===== src/rtl/mem_rq_seq.sv =====
// mem_rq_seq: SBUS memory request sequencer for the MBOX.
// Accepts a memory start, issues the SBUS start/request, waits for ACKN,
// steps through returned read words and generates CORE_BUSY, ACKN_PULSE and
// DATA_VAL_PULSE/WD_SEL strobes.
// Optional feature: define MEM_RQ_SEQ_NXM_TIMER_EN to build the
// non-existent-memory timeout (timer, NXM state, NXM_FLG). Without it the
// sequencer waits indefinitely in WAIT_ACKN and DATA and NXM_FLG is 0.
module mem_rq_seq #(
   parameter int NXM_TIMEOUT = 255
) (
   input  logic       clk,
   input  logic       reset,
   input  logic       mem_start,
   input  logic       mem_rd_rq,
   input  logic       mem_wr_rq,
   input  logic [3:0] mem_rq,
   input  logic [1:0] mem_wd_adr,
   input  logic       mem_wr_go,
   input  logic       sbus_ackn,
   input  logic       sbus_data_valid,
   output logic       sbus_start,
   output logic       sbus_rd_rq,
   output logic       sbus_wr_rq,
   output logic [3:0] sbus_rq,
   output logic [1:0] sbus_adr_wd,
   output logic       core_busy,
   output logic       ackn_pulse,
   output logic       data_val_pulse,
   output logic [1:0] wd_sel,
   output logic       rd_pse_wr_ref,
   output logic       nxm_flg
);

   // The timeout counter is 8 bits wide, so only 1..255 is meaningful.
   if (NXM_TIMEOUT < 1 || NXM_TIMEOUT > 255) begin : g_bad_timeout
      $error("mem_rq_seq: NXM_TIMEOUT must be in 1..255");
   end

   typedef enum logic [2:0] {
      S_IDLE, S_START, S_WAIT_ACKN, S_DATA, S_PAUSE, S_NXM, S_DONE
   } state_t;

   state_t     state;
   state_t     state_next;

   logic [3:0] rq_latch;     // request mask as accepted
   logic [1:0] adr_latch;    // starting word as accepted
   logic [3:0] remain;       // words still to be delivered
   logic [1:0] ptr;          // word pointer for the wrap-around search
   logic       is_wr;        // current half is a write
   logic       rpw;          // read-pause-write in progress
   logic       accept;
   logic [1:0] pick_wd;
   logic [3:0] remain_after;
   logic       last_word;

`ifdef MEM_RQ_SEQ_NXM_TIMER_EN
   localparam logic [7:0] TIMEOUT_LAST = 8'(NXM_TIMEOUT - 1);
   logic [7:0] timer;
   logic       timeout;
   logic       nxm_flg_r;
`endif

   assign accept = (state == S_IDLE) && mem_start && (mem_rd_rq || mem_wr_rq)
                   && (mem_rq != 4'b0000);

   // Lowest-numbered remaining word at or after the pointer, modulo 4.
   always_comb begin
      pick_wd = ptr;
      for (int i = 3; i >= 0; i--) begin
         if (remain[ptr + 2'(i)]) pick_wd = ptr + 2'(i);
      end
   end

   assign remain_after = remain & ~(4'b0001 << pick_wd);
   assign last_word    = (remain_after == 4'b0000);

`ifdef MEM_RQ_SEQ_NXM_TIMER_EN
   // The count reaching NXM_TIMEOUT on this edge aborts the cycle.
   assign timeout = (timer == TIMEOUT_LAST);
`endif

   // State register.
   always_ff @(posedge clk or posedge reset) begin
      if (reset) state <= S_IDLE;
      else       state <= state_next;
   end

   // Next-state logic; ACKN / DATA_VALID take priority over the timeout.
   always_comb begin
      state_next = state;
      unique case (state)
         S_IDLE:      if (accept) state_next = S_START;
         S_START:     state_next = S_WAIT_ACKN;
         S_WAIT_ACKN: begin
            if (sbus_ackn) state_next = is_wr ? S_DONE : S_DATA;
`ifdef MEM_RQ_SEQ_NXM_TIMER_EN
            else if (timeout) state_next = S_NXM;
`endif
         end
         S_DATA: begin
            if (sbus_data_valid) begin
               if (last_word) state_next = rpw ? S_PAUSE : S_DONE;
            end
`ifdef MEM_RQ_SEQ_NXM_TIMER_EN
            else if (timeout) state_next = S_NXM;
`endif
         end
         S_PAUSE:     if (mem_wr_go) state_next = S_START;
`ifdef MEM_RQ_SEQ_NXM_TIMER_EN
         S_NXM:       if (is_wr || last_word) state_next = S_DONE;
`endif
         S_DONE:      state_next = S_IDLE;
         default:     state_next = S_IDLE;
      endcase
   end

   // Combinational outputs decoded from state and the latched request type.
   always_comb begin
      core_busy  = (state != S_IDLE);
      sbus_rd_rq = 1'b0;
      sbus_wr_rq = 1'b0;
      if (state != S_IDLE && state != S_PAUSE) begin
         sbus_rd_rq = !is_wr;
         sbus_wr_rq = is_wr;
      end
   end

   assign sbus_rq       = rq_latch;
   assign sbus_adr_wd   = adr_latch;
   assign rd_pse_wr_ref = rpw;

   // Request latches, word stepping and the registered strobes.
   always_ff @(posedge clk or posedge reset) begin
      if (reset) begin
         rq_latch       <= 4'b0000;
         adr_latch      <= 2'd0;
         remain         <= 4'b0000;
         ptr            <= 2'd0;
         is_wr          <= 1'b0;
         rpw            <= 1'b0;
         sbus_start     <= 1'b0;
         ackn_pulse     <= 1'b0;
         data_val_pulse <= 1'b0;
         wd_sel         <= 2'd0;
      end else begin
         sbus_start     <= (state == S_START);
         ackn_pulse     <= (state == S_WAIT_ACKN) && sbus_ackn;
         data_val_pulse <= 1'b0;
         case (state)
            S_IDLE: begin
               if (accept) begin
                  rq_latch  <= mem_rq;
                  adr_latch <= mem_wd_adr;
                  remain    <= mem_rq;
                  ptr       <= mem_wd_adr;
                  is_wr     <= mem_wr_rq && !mem_rd_rq;
                  rpw       <= mem_rd_rq && mem_wr_rq;
               end
            end
            S_WAIT_ACKN: begin
               if (sbus_ackn && !is_wr) begin
                  remain <= rq_latch;
                  ptr    <= adr_latch;
               end
            end
            S_DATA: begin
               if (sbus_data_valid) begin
                  data_val_pulse <= 1'b1;
                  wd_sel         <= pick_wd;
                  remain         <= remain_after;
                  ptr            <= pick_wd + 2'd1;
               end
            end
            S_PAUSE: begin
               if (mem_wr_go) is_wr <= 1'b1;
            end
`ifdef MEM_RQ_SEQ_NXM_TIMER_EN
            // Substitute the words memory never returned, in DATA order.
            S_NXM: begin
               if (!is_wr) begin
                  data_val_pulse <= 1'b1;
                  wd_sel         <= pick_wd;
                  remain         <= remain_after;
                  ptr            <= pick_wd + 2'd1;
               end
            end
`endif
            S_DONE: rpw <= 1'b0;
            default: ;
         endcase
`ifdef MEM_RQ_SEQ_NXM_TIMER_EN
         // A timeout abandons any pending write half.
         if (state_next == S_NXM) rpw <= 1'b0;
`endif
      end
   end

`ifdef MEM_RQ_SEQ_NXM_TIMER_EN
   // Timer runs while waiting on memory and clears on every ACKN / data word.
   always_ff @(posedge clk or posedge reset) begin
      if (reset)
         timer <= 8'd0;
      else if ((state == S_WAIT_ACKN && !sbus_ackn) ||
               (state == S_DATA && !sbus_data_valid))
         timer <= timer + 8'd1;
      else
         timer <= 8'd0;
   end

   // NXM flag holds from the timeout until DONE is left.
   always_ff @(posedge clk or posedge reset) begin
      if (reset)                    nxm_flg_r <= 1'b0;
      else if (state == S_DONE)     nxm_flg_r <= 1'b0;
      else if (state_next == S_NXM) nxm_flg_r <= 1'b1;
   end

   assign nxm_flg = nxm_flg_r;
`else
   assign nxm_flg = 1'b0;
`endif

endmodule


===== config.mk =====
export PLATFORM = sky130hd
export DESIGN_NAME = mem_rq_seq
export DESIGN_NICKNAME = d
export VERILOG_FILES = /design/src/rtl/mem_rq_seq.sv
export SDC_FILE = /design/constraint.sdc
export NUM_CORES = 1
export LEC_CHECK = 0
export ABC_AREA = 0
export CAP_MARGIN = 20
export CORE_ASPECT_RATIO = 0.9
export CORE_UTILIZATION = 41
export DETAILED_ROUTE_END_ITERATION = 7
export HOLD_SLACK_MARGIN = 0.03
export PLACE_DENSITY_LB_ADDON = 0.08
export SETUP_SLACK_MARGIN = 0.02
export SYNTH_ARGS = -nofsm -noshare
export SYNTH_HDL_FRONTEND = slang
export SYNTH_SLANG_ARGS = --single-unit

===== constraint.sdc =====
create_clock -name clk -period 2.2 [get_ports clk]
set_input_delay 0.22 -clock clk [delete_from_list [all_inputs] [get_ports clk]]
set_output_delay 0.22 -clock clk [all_outputs]
set_load 0.05 [all_outputs]

==> results.md <==
* Core utilization of the finished layout at 57.2%
* TritonCTS clock tree: built
* Die outline area at 3540 µm²
* Number of hold violations in the final report at 0
* Power Density at 1660 nW/µm²
* Minimum clock period after layout at 2120 ps
* Die X-Extent at 62.6 µm
* Post-placement setup slack at 89.5 ps
* Num CTS Buffers at 3
* Cells taking the most area after synthesis: dfrtp_1 41%, mux2_1 5.8%, a21oi_1 4.8%
* Average routed wire per standard cell at 14.3 µm
* Postcts setup bufs at 0
* Growth of design area from synthesis to finish at 30.4%
* Combinational share of power at 65.2%
* Overall track demand over capacity in global routing at 19.9%
* Mean area per synthesized cell at 8.86 µm²
* Compound-Gate Fraction of Synth Area at 22.1%
* Critical path launch point type: flip-flop
* Crit path buf inv count at 1
* Mean number of vias per cell at 5.62
* Fraction of registers with async set or reset after synthesis at 100%
* Worst Hold Class: in -> async
* Placed wire-length estimate at 2430 µm
* Max_slew headroom at 66.6%
* Critical-path top delay cell: clkdlybuf4s50_1
* Multi-input gate area in the final layout at 721 µm²
* List of cells traversed by the critical path: or3_1 > clkdlybuf4s50_1
* Proportion of power drawn by the clock network at 10.6%
* Cell type group with the largest total delay on the critical path: buffers and inverters
* Total negative slack at 0 ps
* Core area at 3090 µm²
* Cell accounting for the most synthesized area: dfrtp_1
* Diode count at 0
* Port Buf Inserts at 28
* Combined flip-flop and latch cell area at 551 µm²
* PnR worst setup slack at 82.1 ps
* Placed cell count at 222
* Site row count at 19
* TritonRoute pass-1 iters at 6
* Clock Sinks at 22
* Via count at 1271
* Slew Limit Fails at 0
* Internal Power at 1520 µW
* Top-level I/O count at 30
* Number of H-tree levels at 1
* Post-Synthesis Net Count at 167
* Die Span Y at 56.6 µm
* Top cell type's share of synthesized area at 40.6%
* RSZ-0062 raised after global routing: no
* Maximum clock skew at final layout at 3.18 ps
* Final count of negative-setup-slack endpoints at 0
* Combinational family with the most area after synthesis: simple AND/OR/NAND/NOR gates
* Measured slew at the worst slew-check pin at 500 ps
* Post-cts gate resize count at 0
* DRT iter0 DRCs at 88
* Synthesis Warnings at 0
* Register area share after synthesis at 40.6%
* Clock transition at the registers of the reported paths at 120 ps
* Final estimated routing congestion in global placement at 0.891
* Post-Synthesis Cell Area at 1360 µm²
* Number of synthesized flops with an enable pin at 0
* Post-synthesis share of cell area spent on and, or, nand and nor gates at 23.4%
* Result of the run: complete, no violations
* Maximum cell stage delay along the critical path at 740 ps
* Final Instance Count excl. Fillers at 226
* Register bit count reported by yosys at 22
* Quantity of hold-fixing buffers added after cts at 0
* XOR/XNOR Fraction of Synth Area at 0.646%
* Starting density of the core at 43.9%
* Global-route wire length before repair at 5480 µm
* Number of remaining DRC errors at 0
* Cell count after synthesis at 153
* Fillcell total at 298
* Ratio of final minimum period to clock period at 96.3%
* Achievable frequency at 472 MHz
* Post-synth cell types at 41
* Initial antenna violation count at 0
* Peak supply drop at 0.000756 V
* Signal arrival time at the worst endpoint at 1900 ps
* Remaining Overflow, GRT at 0
* Clock network latency to the later pin of the worst-skew pair at 310 ps
* Buffer levels on the longest clock path at 2
* Crit path capture type: primary output
* Critical Path Fanout Max at 2
* Vias in the first global route at 1197
* Category of the most critical setup path: reg -> out
* Worst endpoint required time at 1980 ps
* Fraction of final layout cells sized beyond drive strength 1 at 13.0%
* Max-capacitance violation count at 0
* Leakage power summed over all cells at 0.000756 µW
* Largest net degree at the start of global routing at 23
* Mux contribution to synthesized area at 6.64%
* Count of nets after finishing at 199
* Dominant register cell in the synthesized netlist: dfrtp_1
* Fraction of power spent switching nets at 48.3%
* Sequential share of power at 24.2%
* Post-route antenna net violation count at 0
* Cell chosen for the clock root: clkbuf_4
* Net switching component of the power at 1420 µW
* Synth Area in Adders at 0%
* Overall routed net length at 3240 µm
## cells in the final DEF (no fill, tap or decap), drive strengths merged, types with 2 or more instances in the layout
cell type	instances
a2111oi	2
a211oi	3
a21o	3
a21oi	13
a221o	2
a31oi	4
and3	3
buf	14
clkbuf	3
clkdlybuf4s50	26
dfrtp	22
inv	7
mux2	8
nand2	6
nand2b	9
nand3	7
nand3b	2
nor2	11
nor2b	5
nor3	4
nor3b	3
o21ai	11
o22ai	2
o2bb2ai	2
or3	2
or4	2
## kinds of logic after synthesis
family	count (synthesis)
AOI/OAI and AO/OA	46
xor gates and xnor gates	1
buffers and inverters	20
DFF	22
muxes	8
other	1
and+or+nand+nor	55
## state kept, by name, summed over array words and instances, names as in the netlist
signal	flops
sbus_adr_wd	2
is_wr	1
remain	4
data_val_pulse	1
state	3
wd_sel	2
rd_pse_wr_ref	1
ackn_pulse	1
sbus_start	1
sbus_rq	4
ptr	2
## power by group through the flow
stage	registers [µW]	clock network [µW]	logic, µW
after floorplan	1000	0	1040
after global placement	720	0	1900
after detailed placement	720	0	1900
after CTS	712	326	1910
after global routing	736	345	2070
final	711	312	1910
## Yosys cell counts (3+ instances only)
| cell type | count |
|---|---|
| a21o_1 | 3 |
| a31oi_1 | 4 |
| nor2b_1 | 4 |
| o21ai_1 | 6 |
| mux2_1 | 7 |
| nor3_1 | 4 |
| inv_1 | 6 |
| a21oi_1 | 13 |
| clkbuf_1 | 7 |
| o21ai_0 | 4 |
| and3_1 | 3 |
| nand3_1 | 7 |
| buf_2 | 5 |
| nand2_1 | 6 |
| nor2_1 | 11 |
| nand2b_1 | 9 |
| dfrtp_1 | 22 |
## worst paths after layout
path | startpoint | cells after the start | slack (ps) | to
max | state[2]$_DFFE_PP0P_ | 2 | 80 | core_busy
min | reset | 3 | 230 | sbus_rq[0]$_DFFE_PP0P_
max reg2reg | remain[0]$_DFFE_PP0P_ | 6 | 150 | ptr[1]$_DFFE_PP0P_
min reg2reg | wd_sel[1]$_DFFE_PP0P_ | 1 | 520 | wd_sel[1]$_DFFE_PP0P_
max in group asynchronous | reset | 3 | 1750 | state[1]$_DFFE_PP0P_
min in group clk | sbus_ackn | 3 | 510 | ackn_pulse$_DFF_PP0_
## layer usage
layer | vias to the layer above | share of wire, % | global-route usage, %
met1 | 601 | 47 | 27.9
met5 | - | 0 | 0
met2 | 49 | 45 | 30.4
li1 | 615 | - | -
met3 | 6 | 5.8 | 2.64
met4 | 0 | 1.9 | 9.30
## worst reg2reg max path, stage by stage, from the launching register on
cell and delay (ps):
dfrtp_1 450, and3b_1 190, or4_1 490, o21ai_2 130, xor2_1 100, a2111oi_1 490, a211oi_2 80
## through the flow
step | power, µW | area (µm²) | hold WS (ps)
5_1_grt | 3150 | 1770 | 281
3_3_place_gp | 2620 | 1720 | 474
3_5_place_dp | 2620 | 1720 | 488
6_report | 2940 | 1770 | 228
2_1_floorplan | 2040 | 1360 | 209
4_1_cts | 2950 | 1770 | 228
## cell type report
class	instances	area share, %
repair buffers	40	20.7
flip-flops and latches	22	31.1
inverters	7	1.49
well taps	42	2.97
multi-input cells	111	40.8
clock buffers	3	1.27
clock inverters	1	1.70
No activity file was read; power rests on OpenSTA's default activity.
